`config.mk`:
```
export PLATFORM = sky130hd
export DESIGN_NAME = alu_seq
export DESIGN_NICKNAME = d
export VERILOG_FILES = /design/src/rtl/alu_seq_pkg.sv /design/src/rtl/alu_seq.sv
export SDC_FILE = /design/constraint.sdc
export NUM_CORES = 2
export LEC_CHECK = 0
export CAP_MARGIN = 20
export CORE_AREA = 2 2 609 611
export DETAILED_ROUTE_END_ITERATION = 12
export DIE_AREA = 0 0 611 613
export HOLD_SLACK_MARGIN = 0.02
export PLACE_DENSITY_LB_ADDON = 0.2
export RECOVER_POWER = 100
export SLEW_MARGIN = 20
export SYNTH_ARGS = -nofsm -noshare
export SYNTH_HDL_FRONTEND = slang
export SYNTH_SLANG_ARGS = --single-unit
```
`constraint.sdc`:
```
create_clock -name clk -period 4.5 [get_ports clk]
set_input_delay 1.35 -clock clk [delete_from_list [all_inputs] [get_ports clk]]
set_output_delay 1.35 -clock clk [all_outputs]
set_load 0.005 [all_outputs]
```
`src/rtl/alu_seq_pkg.sv`:
```
// ---------------------------------------------------------------------------
// alu_seq_pkg
// Shared definitions for the vector ALU sequencer, the decode stage and the
// ALU itself: opcode encodings, default vector/lane geometry and the
// sequencer state enumeration.
//
// Optional feature macro: ALU_SEQ_RESULT_REG_EN (adds the S_WAIT state).
// ---------------------------------------------------------------------------
package alu_seq_pkg;

  localparam int DEF_VEC_W  = 256;
  localparam int DEF_LANE_W = 16;
  localparam int N_LANES    = 16;

  localparam logic [3:0] OP_VADD = 4'b0000;
  localparam logic [3:0] OP_VDOT = 4'b0001;
  localparam logic [3:0] OP_SMUL = 4'b0010;
  localparam logic [3:0] OP_SST  = 4'b0011;
  localparam logic [3:0] OP_VLD  = 4'b0100;
  localparam logic [3:0] OP_VST  = 4'b0101;
  localparam logic [3:0] OP_SLL  = 4'b0110;
  localparam logic [3:0] OP_SLH  = 4'b0111;
  localparam logic [3:0] OP_J    = 4'b1000;
  localparam logic [3:0] OP_NOP  = 4'b1111;

`ifdef ALU_SEQ_RESULT_REG_EN
  typedef enum logic [2:0] {
    S_IDLE   = 3'd0,
    S_EXEC   = 3'd1,
    S_REDUCE = 3'd2,
    S_RESP   = 3'd3,
    S_WAIT   = 3'd4
  } state_t;
`else
  typedef enum logic [2:0] {
    S_IDLE   = 3'd0,
    S_EXEC   = 3'd1,
    S_REDUCE = 3'd2,
    S_RESP   = 3'd3
  } state_t;
`endif

endpackage

```
`src/rtl/alu_seq.sv`:
```
// ---------------------------------------------------------------------------
// alu_seq
// Multi-cycle sequencer owning the shared vector ALU. Accepts one
// instruction at a time, runs one ALU pass for ordinary ops, or a lane-wise
// multiply plus a four-pass halving tree reduction for VDOT, then holds the
// result until the consumer takes it.
//
// Ports
//   clk, rst                 clock, synchronous active-high reset
//   req_valid/req_ready      instruction handshake from decode
//   req_opcode, req_op1/2    instruction code and vector operands
//   alu_opcode, alu_op1/2    drive to the external ALU (NOP/0 when idle)
//   alu_result               combinational ALU result
//   resp_valid/resp_ready    result handshake to writeback
//   resp_result              final result, stable while resp_valid
//   busy                     high whenever not in S_IDLE
//
// Optional feature macro: ALU_SEQ_RESULT_REG_EN
//   When defined, alu_result is registered and every ALU pass is followed by
//   a S_WAIT cycle with the ALU drive held; the accumulator updates at the
//   end of S_WAIT.
// ---------------------------------------------------------------------------
module alu_seq
  import alu_seq_pkg::*;
#(
  parameter int VEC_W  = DEF_VEC_W,
  parameter int LANE_W = DEF_LANE_W
) (
  input  logic             clk,
  input  logic             rst,
  input  logic             req_valid,
  output logic             req_ready,
  input  logic [3:0]       req_opcode,
  input  logic [VEC_W-1:0] req_op1,
  input  logic [VEC_W-1:0] req_op2,
  output logic [3:0]       alu_opcode,
  output logic [VEC_W-1:0] alu_op1,
  output logic [VEC_W-1:0] alu_op2,
  input  logic [VEC_W-1:0] alu_result,
  output logic             resp_valid,
  input  logic             resp_ready,
  output logic [VEC_W-1:0] resp_result,
  output logic             busy
);

  localparam int SH_W = $clog2(VEC_W);

  state_t             r_state;
  state_t             w_state_nx;
  logic [3:0]         r_opc;
  logic [VEC_W-1:0]   r_op1;
  logic [VEC_W-1:0]   r_op2;
  logic [VEC_W-1:0]   r_acc;
  logic [1:0]         r_k;
  logic [VEC_W-1:0]   r_resp_result;

  logic [SH_W-1:0]    w_shamt;
  logic [VEC_W-1:0]   w_red_op2;
  logic               w_pass_done;   // accumulator captures this cycle
  logic               w_pass_red;    // the completing pass is a reduction
  logic [VEC_W-1:0]   w_cap_val;
  logic               w_resp_load;

`ifdef ALU_SEQ_RESULT_REG_EN
  logic [VEC_W-1:0]   r_alu_res;
  logic               r_wait_red;    // S_WAIT follows a reduction pass

  assign w_pass_done = (r_state == S_WAIT);
  assign w_pass_red  = r_wait_red;
  assign w_cap_val   = r_alu_res;
`else
  assign w_pass_done = (r_state == S_EXEC) || (r_state == S_REDUCE);
  assign w_pass_red  = (r_state == S_REDUCE);
  assign w_cap_val   = alu_result;
`endif

  // Reduction pass k folds the upper half of the still-live span onto the
  // lower half: shift by VEC_W/2, VEC_W/4, ... with zero fill.
  assign w_shamt     = SH_W'(VEC_W / 2) >> r_k;
  assign w_red_op2   = r_acc >> w_shamt;

  // The result register is loaded on the same edge the FSM enters S_RESP.
  assign w_resp_load = w_pass_done && (w_state_nx == S_RESP);

  assign req_ready   = (r_state == S_IDLE);
  assign busy        = (r_state != S_IDLE);
  assign resp_valid  = (r_state == S_RESP);
  assign resp_result = r_resp_result;

  // FSM state register.
  always_ff @(posedge clk) begin
    if (rst) begin
      r_state <= S_IDLE;
    end else begin
      r_state <= w_state_nx;
    end
  end

  // FSM next-state logic.
  always_comb begin
    w_state_nx = r_state;
    case (r_state)
      S_IDLE: begin
        if (req_valid) w_state_nx = S_EXEC;
        else           w_state_nx = S_IDLE;
      end
      S_EXEC: begin
`ifdef ALU_SEQ_RESULT_REG_EN
        w_state_nx = S_WAIT;
`else
        if (r_opc == OP_VDOT) w_state_nx = S_REDUCE;
        else                  w_state_nx = S_RESP;
`endif
      end
      S_REDUCE: begin
`ifdef ALU_SEQ_RESULT_REG_EN
        w_state_nx = S_WAIT;
`else
        if (r_k == 2'd3) w_state_nx = S_RESP;
        else             w_state_nx = S_REDUCE;
`endif
      end
`ifdef ALU_SEQ_RESULT_REG_EN
      S_WAIT: begin
        if (r_wait_red) begin
          if (r_k == 2'd3) w_state_nx = S_RESP;
          else             w_state_nx = S_REDUCE;
        end else begin
          if (r_opc == OP_VDOT) w_state_nx = S_REDUCE;
          else                  w_state_nx = S_RESP;
        end
      end
`endif
      S_RESP: begin
        if (resp_ready) w_state_nx = S_IDLE;
        else            w_state_nx = S_RESP;
      end
      default: w_state_nx = S_IDLE;
    endcase
  end

  // ALU operand/opcode drive; NOP with zero operands outside active passes.
  always_comb begin
    alu_opcode = OP_NOP;
    alu_op1    = {VEC_W{1'b0}};
    alu_op2    = {VEC_W{1'b0}};
    case (r_state)
      S_EXEC: begin
        alu_opcode = r_opc;
        alu_op1    = r_op1;
        alu_op2    = r_op2;
      end
      S_REDUCE: begin
        alu_opcode = OP_VADD;
        alu_op1    = r_acc;
        alu_op2    = w_red_op2;
      end
`ifdef ALU_SEQ_RESULT_REG_EN
      // Hold the drive of the pass being waited on; r_acc and r_k are
      // unchanged until the end of S_WAIT so recomputing is equivalent.
      S_WAIT: begin
        if (r_wait_red) begin
          alu_opcode = OP_VADD;
          alu_op1    = r_acc;
          alu_op2    = w_red_op2;
        end else begin
          alu_opcode = r_opc;
          alu_op1    = r_op1;
          alu_op2    = r_op2;
        end
      end
`endif
      default: begin
        alu_opcode = OP_NOP;
        alu_op1    = {VEC_W{1'b0}};
        alu_op2    = {VEC_W{1'b0}};
      end
    endcase
  end

  // Instruction latch, accumulator, pass counter and result register.
  always_ff @(posedge clk) begin
    if (rst) begin
      r_opc         <= OP_NOP;
      r_op1         <= {VEC_W{1'b0}};
      r_op2         <= {VEC_W{1'b0}};
      r_acc         <= {VEC_W{1'b0}};
      r_k           <= 2'd0;
      r_resp_result <= {VEC_W{1'b0}};
    end else begin
      if ((r_state == S_IDLE) && req_valid) begin
        r_opc <= req_opcode;
        r_op1 <= req_op1;
        r_op2 <= req_op2;
      end
      if (w_pass_done) begin
        r_acc <= w_cap_val;
        // The EXEC pass arms the counter; each reduction pass advances it.
        if (w_pass_red) r_k <= r_k + 2'd1;
        else            r_k <= 2'd0;
      end
      if (w_resp_load) begin
        // VDOT: the dot product sits in lane 0; upper lanes hold partials.
        if (r_opc == OP_VDOT) begin
          r_resp_result <= {{(VEC_W-LANE_W){1'b0}}, w_cap_val[LANE_W-1:0]};
        end else begin
          r_resp_result <= w_cap_val;
        end
      end
    end
  end

`ifdef ALU_SEQ_RESULT_REG_EN
  // Registered ALU result and the pass-kind tag for S_WAIT.
  always_ff @(posedge clk) begin
    if (rst) begin
      r_alu_res  <= {VEC_W{1'b0}};
      r_wait_red <= 1'b0;
    end else begin
      r_alu_res <= alu_result;
      if (r_state == S_EXEC)        r_wait_red <= 1'b0;
      else if (r_state == S_REDUCE) r_wait_red <= 1'b1;
      else                          r_wait_red <= r_wait_red;
    end
  end
`endif

endmodule

```
# [After elaboration in Yosys (flattened, before gate mapping)]
# Cells that the tools add are included.
[totals] output_inout_bits=775 reg_bits=1033 word_cells=31 input_bits=776
[op_classes] n_reduce_logical=5 add_sub_neg=1 shifts=2 n_eq_ne=6 mux=10
[ops] op="case mux 256 bit (2 select lines)" count=2
[ops] op="2-to-1 mux 256 bit" count=1
[ops] op=">> shifter 256 x 8 -> 256 bit" count=1
[ops] op="case mux 3 bit (4 select lines)" count=1
[ops] op="equality test 3 x 2 -> 1 bit, second input constant" count=3
[ops] op="case mux 4 bit (2 select lines)" count=1
[ops] op=">> shifter 8 x 2 -> 8 bit, first input constant" count=1
[ops] op="equality test 4 x 1 -> 1 bit, second input constant" count=1
[ops] op="2-to-1 mux 2 bit" count=2
[ops] op="equality test 3 x 1 -> 1 bit, second input constant" count=1
[ops] op="logical NOT 3 bit" count=1
[ops] op="2-to-1 mux 1 bit" count=3
[ops] op="nonzero test 3 bit" count=1
[ops] op="adder 2 x 1 -> 2 bit, second input constant" count=1
[ops] op="equality test 2 bit, second input constant" count=1
[ops] op="logical AND 1 bit" count=2
[ops] op="logical OR 1 bit" count=1

# [Logic depth before layout (Yosys ltp)]
[depth] depth_word=5 mapped_depth=10 mapped_depth_nobuf=6

# [Least setup slack after synthesis]
# No wires, ideal clock.
[synth_path] kind="register to output" from="register r_k[0]" to="output alu_op2[64]" required_time_ns=3.150 arrival_ns=2.139 path_stages_with_launch=10 slack_ns=1.011 path_cell_list="dfxtp_1 -> ha_1 -> buf_2 -> buf_4 -> buf_4 -> buf_2 -> buf_2 -> mux2i_1 -> mux2i_1 -> o21ai_0"
[synth_between] elab_chain_cells=3
[synth_lines] element="start, declared" line_no="alu_seq.sv:54" rtl="logic [1:0] r_k;"
[synth_lines] element="start signal, assigned" line_no="alu_seq.sv:199" rtl="if (w_pass_red) r_k <= r_k + 2'd1;"
[synth_lines] element=">> shifter 8 x 2 -> 8 bit" line_no="alu_seq.sv:79" rtl="assign w_shamt = SH_W'(VEC_W / 2) >> r_k;"
[synth_lines] element=">> shifter 256 x 8 -> 256 bit" line_no="alu_seq.sv:80" rtl="assign w_red_op2 = r_acc >> w_shamt;"
[synth_lines] element="case mux 256 bit (2 select lines)" line_no="alu_seq.sv:147" rtl="case (r_state)"
[synth_lines] element="end, declared" line_no="alu_seq.sv:38" rtl="output logic [VEC_W-1:0] alu_op2,"
# Every way passes these cells.

# [Final worst setup path]
[layout_path] from="register r_state[1]" to="output alu_op1[135]"
[layout_between] elab_chain_cells=2 word_cells_on_any_way=3 classes_between="2 x eq/ne; 1 x mux"
[layout_lines] element="start, declared" line_no="alu_seq.sv:48" rtl="state_t r_state;"
[layout_lines] element="start signal, assigned" line_no="alu_seq.sv:95" rtl="r_state <= w_state_nx;"
[layout_lines] element="equality test 3 x 2 -> 1 bit or equality test 3 x 1 -> 1 bit (tied branches)" line_no="alu_seq.sv:147"
[layout_lines] element="case mux 256 bit (2 select lines) *" line_no="alu_seq.sv:147"
[layout_lines] element="end, declared" line_no="alu_seq.sv:37" rtl="output logic [VEC_W-1:0] alu_op1,"
# Every way passes the cells marked *; elsewhere a longest branch is shown, timed or not.

==> parameters.txt <==
Parameter                              Value

Worst setup path
  Cell with the largest stage delay on the worst path    sky130_fd_sc_hd__clkdlybuf4s50_1
  Crit path cell chain    inv_2 > ha_4 > buf_12 > and2_4 > buf_16 > clkbuf_4 > buf_6 > a22o_1 > clkdlybuf4s50_1
  Reg-to-reg startpoint    r_opc[3]
  Highest net fanout along the worst path    12
  Capture point of the worst reg-to-reg path    resp_result[136]
  Largest stage delay on the critical path    510 ps
  Required arrival time at the worst endpoint    3150 ps
  Logic depth of the worst setup path including buffers    9
  Family of cells with the greatest summed delay on the critical path    buffers and inverters
  Worst Path Class, Setup    reg -> out
  Critical path launch point type    register
  Origin of the worst setup path    r_state[1]
  Depth of the most critical reg-to-reg path    6
  Critical path endpoint category    output pin
  Number of buffers and inverters on the critical path    6
  Arrival time worst endpoint    3400 ps
  Worst reg2reg setup slack    0 ps
  Timing endpoint of the critical path    alu_op1[135]

Place
  Last weighted congestion value of the routability-driven placer    0.928
  HPWL Detailed    409000 um
  Total of buffers placed on input and output ports    1550
  Number of cells in the design after placement    12322

Outcome
  Result of the run    finished, violations left
  Failing checks    capacitance limit, slew limit, setup timing

Clock network
  Number of CTS-inserted buffers    153
  Clock Latency Late Sink    900 ps
  CTS sink cnt    1032
  Clock-pin slew reported for the worst setup and hold paths after clock tree synthesis    60 ps
  Number of buffers between clock root and the deepest sink    4
  TritonCTS clock tree    done
  Max H-tree Level    4
  Clock root buffer    sky130_fd_sc_hd__clkbuf_16

Timing
  Minimum clock period    4750 ps
  Summed negative setup slack over all endpoints    -25010 ps
  Slew at the pin closest to its max-slew limit    2560 ps
  Period utilization    106%
  Slew margin rel.    -70.6%
  Final setup violating endpoints    254
  WHS    455 ps
  Setup skew after layout    59.4 ps
  Final-report max-slew violation count    456
  Unrepaired setup endpoints after global routing    yes
  Fmax    211 MHz
  Minimum setup slack in the final design    -248 ps
  Hold Vio Cnt, Final    0

Floorplanning
  Standard cell core area    368000 um2
  Die Span Y    613 um
  Starting density of the core    13.8%
  Top Ports    1551
  Horizontal die dimension    611 um
  Full die area    375000 um2
  Standard-cell row count    223

Final layout
  Utilization of the core after routing    25.1%
  Area of the multi-input gates    31200 um2
  Signed area change from the synthesized netlist to the final layout    81.4%
  Layout cells sized above 1    25.5%
  Final cell count without fillers    13016
  Fillers    39602
  Flip-flop and latch area    20700 um2
  Number of nets in the finished design    8781

Detailed routing
  Final wirelength    520000 um
  Drt wl/cell    39.9 um
  Detailed Route Iter0 Violations    5580
  Number of design rule violations left after detail routing    0
  Via count    61319
  Number of vias per cell after detailed routing    4.71
  Number of nets still failing antenna checks after routing    0
  Number of detailed-route iterations in the first pass    9

Yosys
  Synthesized cell area    50900 um2
  Cell types with the highest counts after synthesis    sky130_fd_sc_hd__nand2_1 (1225), sky130_fd_sc_hd__dfxtp_1 (1032), sky130_fd_sc_hd__a21oi_1 (799)
  Proportion of synthesized flip-flops having asynchronous set or reset    0%
  Gate count of the mapped netlist    5995
  Post-synth top area share    40.6%
  Biggest area contributors in the synthesized netlist    sky130_fd_sc_hd__dfxtp_1 (41%), sky130_fd_sc_hd__mux2i_1 (11%), sky130_fd_sc_hd__nand2_1 (9.0%)
  Count leader, synth    sky130_fd_sc_hd__nand2_1
  Average footprint of a synthesized cell    8.48 um2
  Warnings from Yosys    0
  Cell type contributing the most total cell area after synthesis    sky130_fd_sc_hd__dfxtp_1
  Number of flip-flops and latches in the synthesized netlist    1032
  Primary FF master, synth    sky130_fd_sc_hd__dfxtp_1
  Proportion of synthesized chip area in sequential cells    40.6%
  Count of different cell masters after synthesis    50
  Post-synth EDFFs    0
  Syn nets    6781

Pwr
  Cell area power density    377 nW/um2
  Post-layout total power    34800 uW
  Peak supply drop    254 uV
  Leakage power summed over all cells    0.0359 uW

Global routing
  Leftover overflow at the end of global routing    0
  Largest net degree at the start of global routing    131
  Wire length of the first global-routing pass    630000 um
  GRT Util Overall    25.7%
  Antenna violations before repair    261
  Via count of the first global-routing pass    57570

Worst hold path
  Worst hold-check path type    reg -> reg

Job
  Number of violations of the max-capacitance limit    7
## registers in the layout (all words and copies together), names as in the netlist
register / flops
r_op1: 256
r_k: 2
r_opc: 4
r_op2: 256
r_state: 2
r_acc: 256
resp_result: 256
## power breakdown
part	leakage [uW]	internal [uW]	switching, uW
logic	0.0250	4160	6040
clock network	0.00247	7430	5230
registers	0.00844	10000	1900
total	0.0359	21600	13200
## how the worst min path moves through the flow
stage          depth (start not counted)       start    endpoint
6_report                               2  r_op1[106]  r_op1[106]
4_1_cts                                2  r_op2[161]  r_op2[161]
5_1_grt                                2  r_op2[161]  r_op2[161]
3_5_place_dp                           2    r_op1[5]    r_op1[5]
3_3_place_gp                           2   r_op1[95]   r_op1[95]
2_1_floorplan                          2   r_op2[48]   r_op2[48]
## cell families (layout without fill, tap and decap cells)
logic type                 Yosys count  after routing  synth area share (%)
other                                0             75                     0
DFF                               1032           1032                  40.6
adders and majority gates           10             10                 0.246
buffers and inverters              660           2768                  5.25
AOI/OAI and AO/OA                 1752           1752                  21.4
and+or+nand+nor                   1831           1832                  15.1
muxes                              710            710                  17.4
## through the flow
step	setup WS (ps)	instance area (um2)
detailed placement	-230	77900
CTS	-323	86700
finish	-248	92200
global route	-314	92200
global placement	-895	77900
floorplan	1010	50900
## cell type report
class | count | share of cell area (%)
Tap cell | 4837 | 6.56
Antenna cell | 75 | 0.203
Timing Repair Buffer | 2490 | 31.4
Clock inverter | 54 | 0.699
Multi-Input combinational cell | 4304 | 33.9
Inverter | 14 | 0.0705
Clock buffer | 210 | 4.78
Sequential cell | 1032 | 22.4
## layer usage
layer / wire length (um) / track usage (%) / vias to the layer above
li1: - / - / 25827
met1: 200000 / 29.9 / 30894
met2: 245000 / 42.9 / 3365
met3: 38700 / 6.28 / 1141
met4: 35300 / 14.9 / 92
met5: 585 / 0 / -
## cells in the final DEF, fill, tap and decap left out, types with 18 or more instances in the layout
cell type / Yosys / final
sky130_fd_sc_hd__o21ai_4: 0 / 33
sky130_fd_sc_hd__o221ai_4: 0 / 20
sky130_fd_sc_hd__clkbuf_1: 440 / 53
sky130_fd_sc_hd__a22oi_2: 0 / 37
sky130_fd_sc_hd__dfxtp_1: 1032 / 1022
sky130_fd_sc_hd__a21oi_1: 799 / 780
sky130_fd_sc_hd__buf_16: 0 / 39
sky130_fd_sc_hd__o21ai_0: 356 / 259
sky130_fd_sc_hd__buf_6: 2 / 122
sky130_fd_sc_hd__clkinv_2: 0 / 23
sky130_fd_sc_hd__dlygate4sd3_1: 0 / 260
sky130_fd_sc_hd__buf_4: 12 / 561
sky130_fd_sc_hd__dlymetal6s2s_1: 0 / 130
sky130_fd_sc_hd__buf_12: 0 / 364
sky130_fd_sc_hd__clkdlybuf4s50_1: 0 / 859
sky130_fd_sc_hd__a211o_1: 21 / 20
sky130_fd_sc_hd__o21ai_1: 2 / 24
sky130_fd_sc_hd__nand3_1: 18 / 18
sky130_fd_sc_hd__o21ai_2: 0 / 42
sky130_fd_sc_hd__mux2_2: 31 / 18
sky130_fd_sc_hd__nand4_1: 240 / 240
sky130_fd_sc_hd__mux2i_2: 0 / 48
sky130_fd_sc_hd__nor2b_1: 28 / 25
sky130_fd_sc_hd__clkbuf_16: 0 / 197
sky130_fd_sc_hd__clkbuf_8: 0 / 29
sky130_fd_sc_hd__o211ai_1: 20 / 20
sky130_fd_sc_hd__buf_8: 0 / 32
sky130_fd_sc_hd__nand2_1: 1225 / 1214
sky130_fd_sc_hd__diode_2: 0 / 75
sky130_fd_sc_hd__a221o_1: 21 / 21
sky130_fd_sc_hd__mux2i_4: 0 / 87
sky130_fd_sc_hd__a22o_4: 0 / 39
sky130_fd_sc_hd__a22o_1: 328 / 287
sky130_fd_sc_hd__mux2i_1: 542 / 407
sky130_fd_sc_hd__nor2_1: 293 / 282
sky130_fd_sc_hd__mux4_2: 137 / 137
## repair_timing
action | CTS | global route
gates resized for setup | 477 | 766
setup buffers | 103 | 219
pin swaps | 41 | 111
endpoints found under the setup margin | 512 | 462
hold buffers | 0 | 0
cloned | 22 | 55
## worst min-delay path, cell delays in order (launching register included)
cell and delay (ps):
sky130_fd_sc_hd__dfxtp_1 310, sky130_fd_sc_hd__nand2_1 50, sky130_fd_sc_hd__a21oi_1 50
Note: power is estimated with default switching activity, not from simulation.
